`src/rtl/mc_pkg.sv`:
```
// Shared encodings for the multicycle MIPS control FSM.
// The ADDIEX/ADDIWB path only exists when MC_ADDI_EN is defined.
package mc_pkg;

  localparam logic [3:0] S_FETCH  = 4'd0;
  localparam logic [3:0] S_DECODE = 4'd1;
  localparam logic [3:0] S_MEMADR = 4'd2;
  localparam logic [3:0] S_MEMRD  = 4'd3;
  localparam logic [3:0] S_MEMWB  = 4'd4;
  localparam logic [3:0] S_MEMWR  = 4'd5;
  localparam logic [3:0] S_EXEC   = 4'd6;
  localparam logic [3:0] S_RWB    = 4'd7;
  localparam logic [3:0] S_BRANCH = 4'd8;
  localparam logic [3:0] S_JUMP   = 4'd9;
  localparam logic [3:0] S_ADDIEX = 4'd10;
  localparam logic [3:0] S_ADDIWB = 4'd11;

  localparam logic [5:0] OP_RTYPE = 6'b000000;
  localparam logic [5:0] OP_LW    = 6'b100011;
  localparam logic [5:0] OP_SW    = 6'b101011;
  localparam logic [5:0] OP_BEQ   = 6'b000100;
  localparam logic [5:0] OP_J     = 6'b000010;
  localparam logic [5:0] OP_ADDI  = 6'b001000;

  localparam logic [1:0] ALUOP_ADD   = 2'b00;
  localparam logic [1:0] ALUOP_SUB   = 2'b01;
  localparam logic [1:0] ALUOP_FUNCT = 2'b10;

  localparam logic [1:0] SRCB_B     = 2'b00;
  localparam logic [1:0] SRCB_FOUR  = 2'b01;
  localparam logic [1:0] SRCB_IMM   = 2'b10;
  localparam logic [1:0] SRCB_IMMSH = 2'b11;

  localparam logic [1:0] PCSRC_ALU    = 2'b00;
  localparam logic [1:0] PCSRC_ALUOUT = 2'b01;
  localparam logic [1:0] PCSRC_JUMP   = 2'b10;

  typedef struct packed {
    logic       pcwrite;
    logic       pcwritecond;
    logic       iord;
    logic       memread;
    logic       memwrite;
    logic       irwrite;
    logic       memtoreg;
    logic       regdest;
    logic       regwrite;
    logic       alusrca;
    logic [1:0] alusrcb;
    logic [1:0] aluop;
    logic [1:0] pcsource;
    logic       instr_done;
  } ctrl_t;

endpackage

```
`src/rtl/mc_out_decode.sv`:
```
// Combinational Moore output decode: {state, mem_ready} -> control vector.
// ADDIEX/ADDIWB outputs are decoded only when MC_ADDI_EN is defined.
module mc_out_decode
  import mc_pkg::*;
(
  input  logic [3:0] state_i,
  input  logic       mem_ready_i,
  output ctrl_t      ctrl_o
);

  always_comb begin
    ctrl_o = '0;
    case (state_i)
      S_FETCH: begin
        ctrl_o.memread = 1'b1;
        ctrl_o.alusrcb = SRCB_FOUR;
        ctrl_o.irwrite = mem_ready_i;
        ctrl_o.pcwrite = mem_ready_i;
      end
      S_DECODE: ctrl_o.alusrcb = SRCB_IMMSH;
      S_MEMADR: begin
        ctrl_o.alusrca = 1'b1;
        ctrl_o.alusrcb = SRCB_IMM;
      end
      S_MEMRD: begin
        ctrl_o.memread = 1'b1;
        ctrl_o.iord    = 1'b1;
      end
      S_MEMWR: begin
        ctrl_o.memwrite   = 1'b1;
        ctrl_o.iord       = 1'b1;
        ctrl_o.instr_done = mem_ready_i;
      end
      S_MEMWB: begin
        ctrl_o.memtoreg   = 1'b1;
        ctrl_o.regwrite   = 1'b1;
        ctrl_o.instr_done = 1'b1;
      end
      S_EXEC: begin
        ctrl_o.alusrca = 1'b1;
        ctrl_o.aluop   = ALUOP_FUNCT;
      end
      S_RWB: begin
        ctrl_o.regdest    = 1'b1;
        ctrl_o.regwrite   = 1'b1;
        ctrl_o.instr_done = 1'b1;
      end
      S_BRANCH: begin
        ctrl_o.alusrca     = 1'b1;
        ctrl_o.aluop       = ALUOP_SUB;
        ctrl_o.pcwritecond = 1'b1;
        ctrl_o.pcsource    = PCSRC_ALUOUT;
        ctrl_o.instr_done  = 1'b1;
      end
      S_JUMP: begin
        ctrl_o.pcwrite    = 1'b1;
        ctrl_o.pcsource   = PCSRC_JUMP;
        ctrl_o.instr_done = 1'b1;
      end
`ifdef MC_ADDI_EN
      S_ADDIEX: begin
        ctrl_o.alusrca = 1'b1;
        ctrl_o.alusrcb = SRCB_IMM;
      end
      S_ADDIWB: begin
        ctrl_o.regwrite   = 1'b1;
        ctrl_o.instr_done = 1'b1;
      end
`endif
      default: ctrl_o = '0;
    endcase
  end

endmodule

```
`src/rtl/multicycle_ctrl.sv`:
```
// Multicycle MIPS control FSM: state register, next-state logic, reset gating.
// Define MC_ADDI_EN to make opcode 001000 (addi) legal.
module multicycle_ctrl
  import mc_pkg::*;
(
  input  logic       clk,
  input  logic       rst,
  input  logic [5:0] opcode,
  input  logic       mem_ready,
  output logic       pcwrite,
  output logic       pcwritecond,
  output logic       iord,
  output logic       memread,
  output logic       memwrite,
  output logic       irwrite,
  output logic       memtoreg,
  output logic       regdest,
  output logic       regwrite,
  output logic       alusrca,
  output logic [1:0] alusrcb,
  output logic [1:0] aluop,
  output logic [1:0] pcsource,
  output logic [3:0] state,
  output logic       instr_done,
  output logic       illegal_op
);

  logic [3:0] state_q, state_d;
  logic       illegal_d;
  ctrl_t      ctrl;

  // mem_ready handshake: in FETCH/MEMRD/MEMWR the access completes in a cycle
  // where mem_ready=1; until then the FSM holds and the strobes stay constant.
  always_comb begin
    state_d   = S_FETCH;
    illegal_d = 1'b0;
    case (state_q)
      S_FETCH:  state_d = mem_ready ? S_DECODE : S_FETCH;
      S_DECODE: begin
        case (opcode)
          OP_RTYPE:     state_d = S_EXEC;
          OP_LW, OP_SW: state_d = S_MEMADR;
          OP_BEQ:       state_d = S_BRANCH;
          OP_J:         state_d = S_JUMP;
`ifdef MC_ADDI_EN
          OP_ADDI:      state_d = S_ADDIEX;
`endif
          default:      illegal_d = 1'b1;
        endcase
      end
      S_MEMADR: begin
        if (opcode == OP_LW)      state_d = S_MEMRD;
        else if (opcode == OP_SW) state_d = S_MEMWR;
      end
      S_MEMRD:  state_d = mem_ready ? S_MEMWB : S_MEMRD;
      S_MEMWR:  state_d = mem_ready ? S_FETCH : S_MEMWR;
      S_EXEC:   state_d = S_RWB;
`ifdef MC_ADDI_EN
      S_ADDIEX: state_d = S_ADDIWB;
`endif
      default:  state_d = S_FETCH;
    endcase
  end

  always_ff @(posedge clk) begin
    if (rst) state_q <= S_FETCH;
    else     state_q <= state_d;
  end

  mc_out_decode u_out_decode (
    .state_i     (state_q),
    .mem_ready_i (mem_ready),
    .ctrl_o      (ctrl)
  );

  // Every output, including the debug state, reads as 0 while rst is high.
  assign pcwrite     = ~rst & ctrl.pcwrite;
  assign pcwritecond = ~rst & ctrl.pcwritecond;
  assign iord        = ~rst & ctrl.iord;
  assign memread     = ~rst & ctrl.memread;
  assign memwrite    = ~rst & ctrl.memwrite;
  assign irwrite     = ~rst & ctrl.irwrite;
  assign memtoreg    = ~rst & ctrl.memtoreg;
  assign regdest     = ~rst & ctrl.regdest;
  assign regwrite    = ~rst & ctrl.regwrite;
  assign alusrca     = ~rst & ctrl.alusrca;
  assign alusrcb     = rst ? 2'b00 : ctrl.alusrcb;
  assign aluop       = rst ? 2'b00 : ctrl.aluop;
  assign pcsource    = rst ? 2'b00 : ctrl.pcsource;
  assign state       = rst ? S_FETCH : state_q;
  assign instr_done  = ~rst & ctrl.instr_done;
  assign illegal_op  = ~rst & illegal_d;

endmodule

```
`config.mk`:
```
export PLATFORM = sky130hd
export DESIGN_NAME = multicycle_ctrl
export DESIGN_NICKNAME = d
export VERILOG_FILES = /design/src/rtl/mc_pkg.sv /design/src/rtl/mc_out_decode.sv /design/src/rtl/multicycle_ctrl.sv
export SDC_FILE = /design/constraint.sdc
export NUM_CORES = 1
export LEC_CHECK = 0
export ABC_AREA = 1
export CAP_MARGIN = 20
export CORE_UTILIZATION = 39
export DETAILED_ROUTE_END_ITERATION = 6
export PLACE_DENSITY = 0.86
export SLEW_MARGIN = 15
export SYNTH_ARGS = -nofsm -noshare
export SYNTH_HDL_FRONTEND = slang
export SYNTH_SLANG_ARGS = --single-unit
export TNS_END_PERCENT = 1
```
`constraint.sdc`:
```
create_clock -name clk -period 1.8 [get_ports clk]
set_clock_uncertainty 0.05 [all_clocks]
set_input_delay 0.36 -clock clk [delete_from_list [all_inputs] [get_ports clk]]
set_output_delay 0.36 -clock clk [all_outputs]
set_load 0.05 [all_outputs]
```
==> metrics, run 1 <==
register area share after synthesis around 15%; I/O pins 31; Post-Synth Simple-Gate Area a little under three fifths; status stopped before the end; Placement Rows 12; #FFs+latches synth 4; Synth Area in Adders 0%; Die X slightly below 40 µm; main combinational cell family by area after synthesis simple AND/OR/NAND/NOR gates; Synth Net Count around 110; Distinct cells, synth 19; Synth warnings 0; Mapped Avg Cell Area around 5.0 µm²; Compound-Gate Fraction of Synth Area a little over a tenth; mux contribution to synthesized area 0%; tool error [ERROR DPL-0033] detailed placement checks failed during check placement.; Mapped Cells about 100; Failed at detailed placement; port buffer count 30; Final Wtd Congestion 0.824; Synth Area in XOR/XNOR 0%; Starting Density 44.4%; Post-Syn Area between 500 and 600 µm²; detailed placement HPWL between 2000 and 2500 µm; Die Span Y a little under 40 µm
==> synthesized netlist by cell type <==
| master | instances | share of area, % |
|---|---|---|
| a211oi_1 | 1 | 1.4 |
| a21oi_1 | 5 | 4.8 |
| a31oi_1 | 2 | 2.4 |
| buf_1 | 1 | 0.72 |
| buf_2 | 1 | 0.96 |
| buf_4 | 1 | 1.4 |
| dfxtp_1 | 4 | 15 |
| inv_1 | 16 | 12 |
| inv_2 | 3 | 2.2 |
| nand2_1 | 18 | 13 |
| nand2_2 | 1 | 1.2 |
| nand3_1 | 11 | 11 |
| nand3b_1 | 1 | 1.4 |
| nand4_1 | 1 | 1.2 |
| nor2_1 | 31 | 22 |
| nor2_2 | 1 | 1.2 |
| nor2_4 | 2 | 4.3 |
| nor3_1 | 2 | 1.9 |
| o21ai_0 | 2 | 1.9 |
==> kinds of logic after synthesis <==
kind of cell	after synthesis
flip-flops	4
buffers and inverters	22
AND/OR/NAND/NOR	68
AO/OA/AOI/OAI	10
==> stage by stage <==
stage          hold WS [ns]  instances  setup WS [ns]  instance area, µm²
2_1_floorplan         0.457        104         -0.306                 542
3_3_place_gp          0.633        158         -0.140                1160
==> run 2: changes to the inputs <==
--- a/config.mk
+++ b/config.mk
@@ -7,9 +7,10 @@
 export LEC_CHECK = 0
 export ABC_AREA = 1
 export CAP_MARGIN = 20
-export CORE_UTILIZATION = 39
+export CORE_AREA = 2 2 63 65
 export DETAILED_ROUTE_END_ITERATION = 6
-export PLACE_DENSITY = 0.86
+export DIE_AREA = 0 0 65 67
+export PLACE_DENSITY_LB_ADDON = 0.15
 export SLEW_MARGIN = 15
 export SYNTH_ARGS = -nofsm -noshare
 export SYNTH_HDL_FRONTEND = slang
==> run 2 against run 1 <==
The flow now finishes, with violations (setup timing); area after synthesis did not move; synthesized cell count unchanged.
==> metrics, run 2 <==
Compound-Gate Fraction of Synth Area 10.6% (unchanged); CTS max path bufs 2; CTS Buf Count 3; Mapped Avg Cell Area 5.00 µm² (unchanged); top-count cell post-synth nor2_1; Synth Net Count 113 (unchanged); global-route wire length before repair a little over 3000 µm; drt drc 0; vias in the first global route between 700 and 800; Die X 65 µm (+69%); mux contribution to synthesized area 0% (unchanged); most instantiated cells after synthesis nor2_1, nand2_1, inv_1; commonest non-fill, non-tap cells in the layout buf_12, nor2_1, nand2_1; Post-synth EDFFs 0 (unchanged); CP max stage cell clkdlybuf4s50_1; die area 4360 µm²; largest net degree at the start of global routing 15; Fin Setup TNS -0.0138 ns; drt first pass iters 4; Largest stage delay, worst path between 0.5 and 0.6 ns; detailed placement HPWL 1600 µm (-22%); reg2reg path depth 5; Root Buffer clkbuf_8; Biggest register state_q; GRT busiest layer met2; commonest non-fill, non-tap cell in the layout buf_12; Die Span Y 67 µm (+74%); I/O pins 31 (unchanged); utilization after layout a little under two fifths; critical path type in2out; share of cells above drive strength 1 a little under half; max cap viols 0; synth top area cells nor2_1, dfxtp_1, nand2_1, inv_1, nand3_1; clock slew at reported path FFs 0.03 ns; DR vias between 700 and 800; Area Overhead vs Synth 157%; Starting Density 14.4% (-30 points); # H-tree levels 1; initial drt markers 27; antenna viol nets, final 0; Fin. Hold Viols 0; final setup vio count 1; Synth Area in XOR/XNOR 0% (unchanged); wire per inst about 9.2 µm; #FFs+latches synth 4 (unchanged); VDD IR max 0.0982 mV; GRT Util Overall 8.86%; Synth warnings 0 (unchanged); Final WS setup -0.0138 ns; register area share after synthesis 15.4% (unchanged); pre-CTS worst setup slack -0.179 ns; clk sinks 4; TritonCTS clock tree done; main combinational cell family by area after synthesis simple AND/OR/NAND/NOR gates; Crit Path Max Fanout 3; core area between 3000 and 4000 µm²; Tightest Pin Transition approximately 0.28 ns; crit-path cells clkdlybuf4s50_1 > nand3_1 > a21oi_2 > buf_12; worst setup path end pcwrite; met3 Use GR 1.35%; Leakage 0.598 nW; Reg-to-Reg Start state_q[2]; Power Dens Cells ~330 nW/µm²; Post-Syn Area 520 µm² (unchanged); Rel. slew slack ~81%; hold crit path type in2reg; Largest register FFs 4; share of the synthesized area in the top cell type 22.4% (unchanged); Main synth FF type dfxtp_1; Mapped Cells 104 (unchanged); wire length after detailed routing around 1800 µm; vias per cell 3.90; GRT overflow 0; met1 GRT Util 10.5%; CP Capture Type primary output; Post-Synth Simple-Gate Area 57.2% (unchanged); crit path launch type input pin; Max Freq 551 MHz; initial antenna violation count 0; met2 Resource Use GR between 10% and 20%; status finished, violations left; r2r setup slk approximately 0.52 ns; Distinct cells, synth 19 (unchanged); Worst EP arrival around 1.4 ns; Final Cycle Share 101%; n_diodes 0; r2r endpoint state_q[2]; FFs w/ async S/R, synth 0% (unchanged); Max Slew Vio Count 0; violated checks setup timing; port buffer count 30 (unchanged); final net count 161; fin crit period around 1.8 ns; critical path data required time around 1.4 ns; Synth Area in Adders 0% (unchanged); Crit. Startpoint mem_ready; biggest regs state_q x4; Final Wtd Congestion 0.721 (-12%); Placement Rows 22 (+10); fillcell total between 300 and 400; area leader, netlist nor2_1; RSZ-0062 raised after global routing true; worst skew pair latency between 0.2 and 0.25 ns
==> run 2: worst max-delay path, delay by kind of cell <==
kind | cells | cell delay, ns
AND/OR/NAND/NOR | 1 | 0.17
buffers and inverters | 2 | 0.66
AO/OA/AOI/OAI | 1 | 0.21
==> run 2: area by class of cell <==
| cell class | instances | area, µm² | share of cell area (%) |
|---|---|---|---|
| Timing Repair Buffer | 46 | 632 | 47.3 |
| Tap cell | 48 | 60.1 | 4.49 |
| Clock buffer | 3 | 41.3 | 3.09 |
| Multi-Input combinational cell | 78 | 447 | 33.4 |
| Sequential cell | 4 | 85.1 | 6.37 |
| Inverter | 19 | 71.3 | 5.34 |
==> run 2: cell families after synthesis <==
kind of cell           count (synthesis)
AOI/OAI and AO/OA                     10
buffers and inverters                 22
DFF                                    4
and+or+nand+nor                       68
==> run 2: repair_timing <==
action	in CTS	in global routing
hold buffers	0	0
gates resized for setup	22	10
pin swaps	4	0
cloned	0	0
setup buffers	1	0
setup endpoints to repair	21	13
==> run 2: through the flow <==
stage                     hold slack (ns)  area [µm²]  power (mW)  instances
after detailed placement            0.662        1220       0.250        194
after global routing                0.628        1340       0.459        198
after global placement              0.671        1220       0.250        194
final                               0.598        1340       0.436        198
after CTS                           0.594        1300       0.436        198
after floorplan                     0.457         542       0.162        104
==> run 2: report_power, final <==
group | internal, mW | switching (mW) | total (mW)
clock | 0.142 | 0.0430 | 0.185
sequential | 0.0913 | 0.00180 | 0.0931
combinational | 0.0733 | 0.0849 | 0.158
total | 0.307 | 0.130 | 0.436
==> run 2: worst min path at each step <==
| stage | from | endpoint | slack, ns | depth (start not counted) |
|---|---|---|---|---|
| 2_1_floorplan | opcode[3] | state_q[2] | 0.46 | 2 |
| 3_3_place_gp | state_q[0] | state_q[3] | 0.67 | 4 |
| 3_5_place_dp | state_q[0] | state_q[3] | 0.66 | 4 |
| 4_1_cts | rst | state_q[0] | 0.59 | 3 |
| 5_1_grt | rst | state_q[0] | 0.63 | 3 |
| 6_report | rst | state_q[0] | 0.60 | 3 |
==> run 2: routing by layer <==
layer,vias up,wire length [µm]
met3,0,112
met2,27,886
met1,329,823
met4,0,0
met5,-,0
li1,417,-
Note: power is estimated with default switching activity, not from simulation.
